**config.mk**
```make
export PLATFORM = sky130hd
export DESIGN_NAME = jt51_wrseq
export DESIGN_NICKNAME = d
export VERILOG_FILES = /design/src/rtl/jt51_wrseq_pkg.sv /design/src/rtl/jt51_wrseq_rr.sv /design/src/rtl/jt51_wrseq.sv
export SDC_FILE = /design/constraint.sdc
export NUM_CORES = 1
export LEC_CHECK = 0
export ABC_AREA = 1
export BUFFER_PORTS_ARGS = -buffer_cell sky130_fd_sc_hd__clkbuf_2
export CAP_MARGIN = 20
export CORE_MARGIN = 3
export CORE_UTILIZATION = 30
export DETAILED_ROUTE_END_ITERATION = 10
export PLACE_DENSITY = 0.6
export SLEW_MARGIN = 20
export SYNTH_ARGS = -nofsm -noshare
export SYNTH_HDL_FRONTEND = slang
export SYNTH_HIERARCHICAL = 1
export SYNTH_SLANG_ARGS = --single-unit
export TNS_END_PERCENT = 30
```
**constraint.sdc**
```tcl
create_clock -name clk -period 1.8 [get_ports clk]
set_clock_uncertainty 0.15 [all_clocks]
set_input_delay 0.18 -clock clk [delete_from_list [all_inputs] [get_ports clk]]
set_output_delay 0.18 -clock clk [all_outputs]
set_load 0.05 [all_outputs]
```
**src/rtl/jt51_wrseq_pkg.sv**
```systemverilog
// Shared definitions for the jt51 register-write sequencer: FSM states,
// the busy bit position and phase-length helpers.
package jt51_wrseq_pkg;

    typedef enum logic [2:0] {
        ST_IDLE   = 3'd0,
        ST_ADDR   = 3'd1,
        ST_GAP    = 3'd2,
        ST_DATA   = 3'd3,
        ST_SETTLE = 3'd4,
        ST_POLL   = 3'd5
    } state_t;

    localparam int BUSY_BIT   = 7;
    localparam int SETTLE_CYC = 2;

    // Phase counters run 0..N-1, so the exit test compares against N-1.
    function automatic logic [3:0] phase_last(input int cycles);
        return 4'(cycles - 1);
    endfunction

endpackage

```
**src/rtl/jt51_wrseq_rr.sv**
```systemverilog
// Two-way round-robin arbiter. On a tie the requester not granted last wins;
// after reset requester 0 is favoured.
module jt51_wrseq_rr (
    input  logic       clk,
    input  logic       rst,
    input  logic [1:0] req,
    input  logic       accept,
    output logic [1:0] grant
);

    logic last;

    always_comb begin
        grant[0] = req[0] & (~req[1] | last);
        grant[1] = req[1] & (~req[0] | ~last);
    end

    // last=1 means requester 1 won most recently, which hands the next tie to 0.
    always_ff @(posedge clk or posedge rst) begin
        if (rst)
            last <= 1'b1;
        else if (accept)
            last <= grant[1];
    end

endmodule

```
**src/rtl/jt51_wrseq.sv**
```systemverilog
// Register-write sequencer for jt51: arbitrates two requesters and serialises
// each write into an address/gap/data bus cycle, then polls busy.
module jt51_wrseq
    import jt51_wrseq_pkg::*;
#(
    parameter int WR_CYC  = 2,
    parameter int GAP_CYC = 1,
    parameter int TIMEOUT = 255
) (
    input  logic       rst,
    input  logic       clk,
    input  logic       cen,
    input  logic       req0_valid,
    input  logic [7:0] req0_addr,
    input  logic [7:0] req0_data,
    output logic       req0_ready,
    input  logic       req1_valid,
    input  logic [7:0] req1_addr,
    input  logic [7:0] req1_data,
    output logic       req1_ready,
    output logic       chip_cs_n,
    output logic       chip_wr_n,
    output logic       chip_a0,
    output logic [7:0] chip_din,
    input  logic [7:0] chip_dout,
    output logic       active,
    output logic       timeout_err,
    input  logic       clr_err
);

    localparam logic [3:0] WR_LAST     = phase_last(WR_CYC);
    localparam logic [3:0] GAP_LAST    = phase_last(GAP_CYC);
    localparam logic [3:0] SETTLE_LAST = phase_last(SETTLE_CYC);
    localparam logic [7:0] TMO_LAST    = 8'(TIMEOUT - 1);

    state_t     state;
    logic [3:0] phase;
    logic [7:0] tmo;
    logic [7:0] data_q;
    logic [1:0] grant;
    logic       idle;
    logic       accept;
    logic       busy;
    logic       unused_dout;

    assign idle        = (state == ST_IDLE);
    assign req0_ready  = idle & grant[0] & ~rst;
    assign req1_ready  = idle & grant[1] & ~rst;
    assign accept      = (req0_valid & req0_ready) | (req1_valid & req1_ready);
    assign busy        = chip_dout[BUSY_BIT];
    assign unused_dout = ^chip_dout[6:0];

    jt51_wrseq_rr u_rr (
        .clk    (clk),
        .rst    (rst),
        .req    ({req1_valid, req0_valid}),
        .accept (accept),
        .grant  (grant)
    );

    // Acceptance in IDLE ignores cen so a write can start on any clk; every
    // other state only advances on cen ticks. A timeout set overrides clr_err.
    always_ff @(posedge clk or posedge rst) begin
        if (rst) begin
            state       <= ST_IDLE;
            phase       <= 4'd0;
            tmo         <= 8'd0;
            data_q      <= 8'd0;
            chip_cs_n   <= 1'b1;
            chip_wr_n   <= 1'b1;
            chip_a0     <= 1'b0;
            chip_din    <= 8'd0;
            active      <= 1'b0;
            timeout_err <= 1'b0;
        end else begin
            if (clr_err)
                timeout_err <= 1'b0;
            case (state)
                ST_IDLE: if (accept) begin
                    state     <= ST_ADDR;
                    phase     <= 4'd0;
                    chip_cs_n <= 1'b0;
                    chip_wr_n <= 1'b0;
                    chip_a0   <= 1'b0;
                    chip_din  <= grant[1] ? req1_addr : req0_addr;
                    data_q    <= grant[1] ? req1_data : req0_data;
                    active    <= 1'b1;
                end
                ST_ADDR: if (cen) begin
                    if (phase == WR_LAST) begin
                        state     <= ST_GAP;
                        phase     <= 4'd0;
                        chip_cs_n <= 1'b1;
                        chip_wr_n <= 1'b1;
                    end else
                        phase <= phase + 4'd1;
                end
                ST_GAP: if (cen) begin
                    if (phase == GAP_LAST) begin
                        state     <= ST_DATA;
                        phase     <= 4'd0;
                        chip_cs_n <= 1'b0;
                        chip_wr_n <= 1'b0;
                        chip_a0   <= 1'b1;
                        chip_din  <= data_q;
                    end else
                        phase <= phase + 4'd1;
                end
                ST_DATA: if (cen) begin
                    if (phase == WR_LAST) begin
                        state     <= ST_SETTLE;
                        phase     <= 4'd0;
                        chip_cs_n <= 1'b1;
                        chip_wr_n <= 1'b1;
                    end else
                        phase <= phase + 4'd1;
                end
                ST_SETTLE: if (cen) begin
                    if (phase == SETTLE_LAST) begin
                        state <= ST_POLL;
                        tmo   <= 8'd0;
                    end else
                        phase <= phase + 4'd1;
                end
                ST_POLL: if (cen) begin
                    if (!busy) begin
                        state  <= ST_IDLE;
                        active <= 1'b0;
                    end else if (tmo == TMO_LAST) begin
                        state       <= ST_IDLE;
                        active      <= 1'b0;
                        timeout_err <= 1'b1;
                    end else
                        tmo <= tmo + 8'd1;
                end
                default: begin
                    state  <= ST_IDLE;
                    active <= 1'b0;
                end
            endcase
        end
    end

endmodule

```
[Word-level counts from Yosys, hierarchy flattened]
Index checks and enable logic that the tools add are counted.
Widths: inputs -> output; s select.
Word-level totals
  word-level logic and storage cells: 118
  latch bits: 0
  flip-flop bits (word level): 36
  input bits: 46
  RAM bits: 0
  memory bits (read-only): 0
  memories kept: 0
Operators by class
  reduce and logical (&&, ||, !) cells: 15
  add/sub/neg operators: 2
  multiplexer cells: 52
  multiply operators: 0
  div/mod/pow operators: 0
  bitwise logic cells: 16
  shifts and indexed selects: 0
  eq/ne operators: 23
  magnitude comparators: 0
Operators with widths (number)
  $mux 8: 10
  $mux 3: 12
  $pmux 8 s2: 2
  $mux 4: 7
  $ne 2x2->1 const B: 12
  $pmux 3 s6: 1
  $reduce_and 6->1: 3
  $mux 1: 16
  $pmux 4 s4: 1
  $reduce_and 11->1: 1
  $add 8x1->8 const B: 1
  $and 1x1->1: 8
  $eq 8x8->1 const B: 1
  $reduce_and 4->1: 2
  $eq 3x2->1 const B: 2
  $eq 3x3->1 const B: 2
  $ne 2x1->1 const B: 3
  $pmux 1 s3: 2
  $not 1->1: 5
  $add 4x1->4 const B: 1
  $eq 4x1->1 const B: 1
  $logic_not 4->1: 1
  $reduce_bool 2->1: 2
  $reduce_bool 4->1: 1
  9 further kinds: 11

[Longest topological paths before layout]
  depth after elaboration: 9
  mapped depth: 11
  mapped depth without buffers: 10

[By module]
Netlist, hierarchy kept.
By module, submodules not included
  jt51_wrseq: seq. area each 877.1 um2, times used 1, cells an instance 279, area each 2162.1 um2
  jt51_wrseq_rr: seq. area each 26.3 um2, times used 1, cells an instance 10, area each 67.6 um2

[Least setup slack after synthesis]
Ideal clock, no wire load.
  path kind: register -> output
  start point: register u_rr.last
  end point: output req1_ready
  arrival: 2.023 ns
  stages on the path, launching flop included: 7
  setup slack: -0.553 ns
  path through: dfstp_2 > nand2_1 > and2_1 > buf_4 > inv_2 > clkbuf_1 > nor3_1
On the way
  word-level cells in the longest chain between the ends: 5
Ends and longest elaborated chain
  start: declaration: RTL line jt51_wrseq_rr.sv:11  | logic last;
  start signal: assignment: RTL line jt51_wrseq_rr.sv:23  | last <= grant[1];
  $not 1->1: RTL line jt51_wrseq_rr.sv:15  | grant[1] = req[1] & (~req[0] | ~last);
  $or 1x1->1: RTL line jt51_wrseq_rr.sv:15
  $and 1x1->1: RTL line jt51_wrseq_rr.sv:15
  net grant[1]: RTL line jt51_wrseq.sv:40  | logic [1:0] grant;
  $and 1x1->1 (2 in a row): RTL line jt51_wrseq.sv:48  | assign req1_ready = idle & grant[1] & ~rst;
  end: declaration: RTL line jt51_wrseq.sv:20  | output logic req1_ready,
The timed path passes the listed nets, and every way through them passes these cells.

[Worst setup path in the final report]
  start point: register u_rr.last
  end point: register chip_din[7]
On the way
  word-level cells in the longest chain between the ends: 9
  elaborated cells between the ends (all ways): 17
  those cells by class: eq/ne: 1; mux: 3; bitwise: 12; reduce/logical: 1
Ends and longest elaborated chain
  $not 1->1 (*): RTL line jt51_wrseq_rr.sv:15
  $or 1x1->1 (*): RTL line jt51_wrseq_rr.sv:15
  $and 1x1->1 (*): RTL line jt51_wrseq_rr.sv:15
  net grant[1]: RTL line jt51_wrseq.sv:40
  $and 1x1->1 (2 in a row): RTL line jt51_wrseq.sv:48
  $and 1x1->1: RTL line jt51_wrseq.sv:49  | assign accept = (req0_valid & req0_ready) | (req1_valid & req1_ready);
  $or 1x1->1: RTL line jt51_wrseq.sv:49
  $ne 2x1->1 (no source line)
  $reduce_and 4->1 (no source line)
  end signal: assignment: RTL line jt51_wrseq.sv:85  | chip_din <= grant[1] ? req1_addr : req0_addr;
  end signal: assignment: RTL line jt51_wrseq.sv:105  | chip_din <= data_q;
  end: declaration: RTL line jt51_wrseq.sv:24  | output logic [7:0] chip_din,
Mark *: on every way through the listed nets, which the timed path passes. The rest lies on a longest branch. The select of a mux whose other input is x is not followed.
A chain may end at the register's enable or synchronous reset.

==> metrics.txt <==
post-synth top area cell dfrtp_1; Reg area 904.6 um2; CTS tree done; cell area after synthesis 2230 um2; Die Ht 92.21 um; number of fill cells 681; multi-input logic area 1316 um2; critical path arrival 1.91 ns; vias 2241; PortBufs 53; Max-Slew Margin vs Limit 75.50%; maximum VDD drop 0.4730 mV; global-route wire length before repair 9887 um; worst slew pin tran 0.3675 ns; Worst Hold Path Cells 3; area share of fa/ha/maj cells after synthesis 2.806%; worst reg-to-reg path cell count 10; Core Box Area 6982 um2; failing checks setup timing; maxcap violations 0; most common cell in the netlist nand2_1; Synth Warn # 6; post-synthesis cell type count 33; fin worst setup slack -0.08223 ns; layout cell share with drive strength beyond 1 38.14%; placer's final routability congestion estimate 0.8859; DRT Pass-1 Iters 4; post-route insts no fill 484; initial detailed-routing violation count 87; DR DRC count 0; Synth area leaders dfrtp_1 (38%), nand2_1 (11%), nor2_1 (5.6%); WHS 0.02293 ns; Compound-Gate Fraction of Synth Area 17.28%; starting density of the core 31.94%; area grow syn2layout 50.67%; crit path time final 1.882 ns; WL per Instance 12.27 um; GR Overflow Total 0; asr flop ratio synth 100.0%; Seq/Total Area, Yosys 40.52%; H-tree depth 2; Most used DFF post-synth dfrtp_1; num rows 30; Ports 61; initial antenna violation count 0; worst flop-to-flop path endpoint chip_din[7]; RSZ-0062 raised after global routing true; clk slew on worst S/H paths 0.08 ns; CP required 1.83 ns; antenna viol nets, final 0; Pins Over Slew Limit 0; Reg2Reg Setup Slack -0.08 ns; HP Class input pin to flop; Avg Cell Area, Syn 7.715 um2; Hold EP timeout_err; Bufs on Longest Clock Path 2; Hold Vio Cnt, Final 0; largest net degree at the start of global routing 31; crit path max fanout 8; syn nets 340; setup_tns -0.9159 ns; drt via density 4.630; Global Route Usage Sum 14.19%; dpl cells 443; Synth Area in Simple Gates 29.69%; Critical Path Start Type flop; total routed wirelength 5938 um; CTS root buf clkbuf_8; pre-CTS setup slack -0.02657 ns; nets@finish 438; post-synth top area share 38.16%; Ant. Diodes 0; endpoint class of the critical path flop; pwr dens 1523 nW/um2; worst setup path class flop to flop; worst skew pair latency 0.29 ns; Post-synth EDFFs 0; Worst R2R Start u_rr/last; Mapped Cells 289; leakage power 1.582 nW; #FFs+latches synth 36; Die Width 92.21 um; hold path start chip_dout[7]; period utilisation layout 104.6%; cts bufs inserted 5; top cells by count, synth nand2_1 (68), dfrtp_1 (34), nor2_1 (33); Setup-failing EPs final 20; Detailed Place HPWL 4021 um; number of global-route vias before repair 2195; f_max 0.5313 GHz; main combinational cell family by area after synthesis simple AND/OR/NAND/NOR gates; status complete, but fails checks; die area 8503 um2; post-synthesis xor/xnor area fraction 1.178%; post-synthesis mux area share 0%; clk sinks 36
[layer usage]
metal	GRT usage [%]	up-vias	wire length (um)
li1	-	1153	-
met1	18.18	1038	2708
met2	24.03	42	2919
met3	2.707	8	205
met4	4.579	0	105
met5	0	-	0
[how the worst max path moves through the flow]
stage	endpoint	cells after the start	startpoint
finish	chip_din[7]	10	u_rr/last
global route	chip_din[7]	10	u_rr/last
CTS	req0_ready	6	u_rr/last
detailed placement	chip_din[5]	9	u_rr/last
global placement	chip_din[2]	9	u_rr/last
floorplan	req1_ready	6	u_rr/last
[logic make-up after synthesis]
logic type	Yosys count
compound gates	62
xor+xnor	3
fa+ha+maj	5
buf+inv	42
flops	36
simple gates	141
[worst max-delay path: stages, from the launching register on]
cell and delay [ns]:
dfstp_2 0.55, buf_6 0.11, nand2_4 0.04, and2_4 0.14
inv_4 0.07, nor2_4 0.04, nand4_4 0.13, nand3_4 0.17
buf_12 0.17, nand3_4 0.13, o21ai_2 0.08
[layout make-up]
cell class,count,area share [%]
Inverter,32,3.724
Tap cell,96,3.575
Timing Repair Buffer,100,23.17
Multi-Input combinational cell,212,39.18
Clock buffer,5,2.048
Clock inverter,3,1.378
Sequential cell,36,26.93
[placed cells by master (no fill, tap or decap), types with 3 or more instances in the layout]
master,netlist,routed
clkbuf_8,0,5
o21ai_1,18,21
nor2_4,2,6
nand3_4,1,4
o21ai_0,14,10
inv_2,6,8
nand4_1,6,6
nand3_1,14,13
dfrtp_1,34,33
a21oi_2,3,4
o21ai_2,10,11
nand3_2,5,4
buf_4,4,20
nand2_2,3,3
inv_1,26,22
xor2_1,3,3
nand2_1,68,65
ha_1,5,5
dlygate4sd3_1,0,19
o21bai_1,3,3
a31oi_1,8,6
clkbuf_2,0,51
buf_12,0,6
nor2_1,33,30
[flip-flops by register name, summed over array words and instances, names as in the netlist]
signal	cells
chip_din	8
data_q	8
tmo	8
phase	4
state	3
active	1
chip_a0	1
chip_wr_n	1
timeout_err	1
u_rr/last	1
[per-stage QoR]
| stage | cell area (um2) | total power [mW] | util [%] |
|---|---|---|---|
| after floorplan | 2240 | 3.258 | - |
| after global placement | 2720 | 3.769 | 38.96 |
| after detailed placement | 2720 | 3.804 | 38.96 |
| after CTS | 3108 | 4.753 | 44.52 |
| after global routing | 3359 | 5.477 | 48.12 |
| final | 3359 | 5.116 | 48.12 |
[where the power goes]
group | internal [mW] | switching (mW)
Sequential | 1.15 | 0.264
Combinational | 1.08 | 1.86
Clock | 0.418 | 0.331
[repair_timing]
action | CTS | global route
setup buffers | 5 | 7
resized for setup | 8 | 41
pin swaps | 2 | 11
hold buffers | 19 | 0
setup endpoints to repair | 11 | 35
cloned | 1 | 1
endpoints found under the hold margin | 15 | 0
Note: power is estimated with default switching activity, not from simulation.
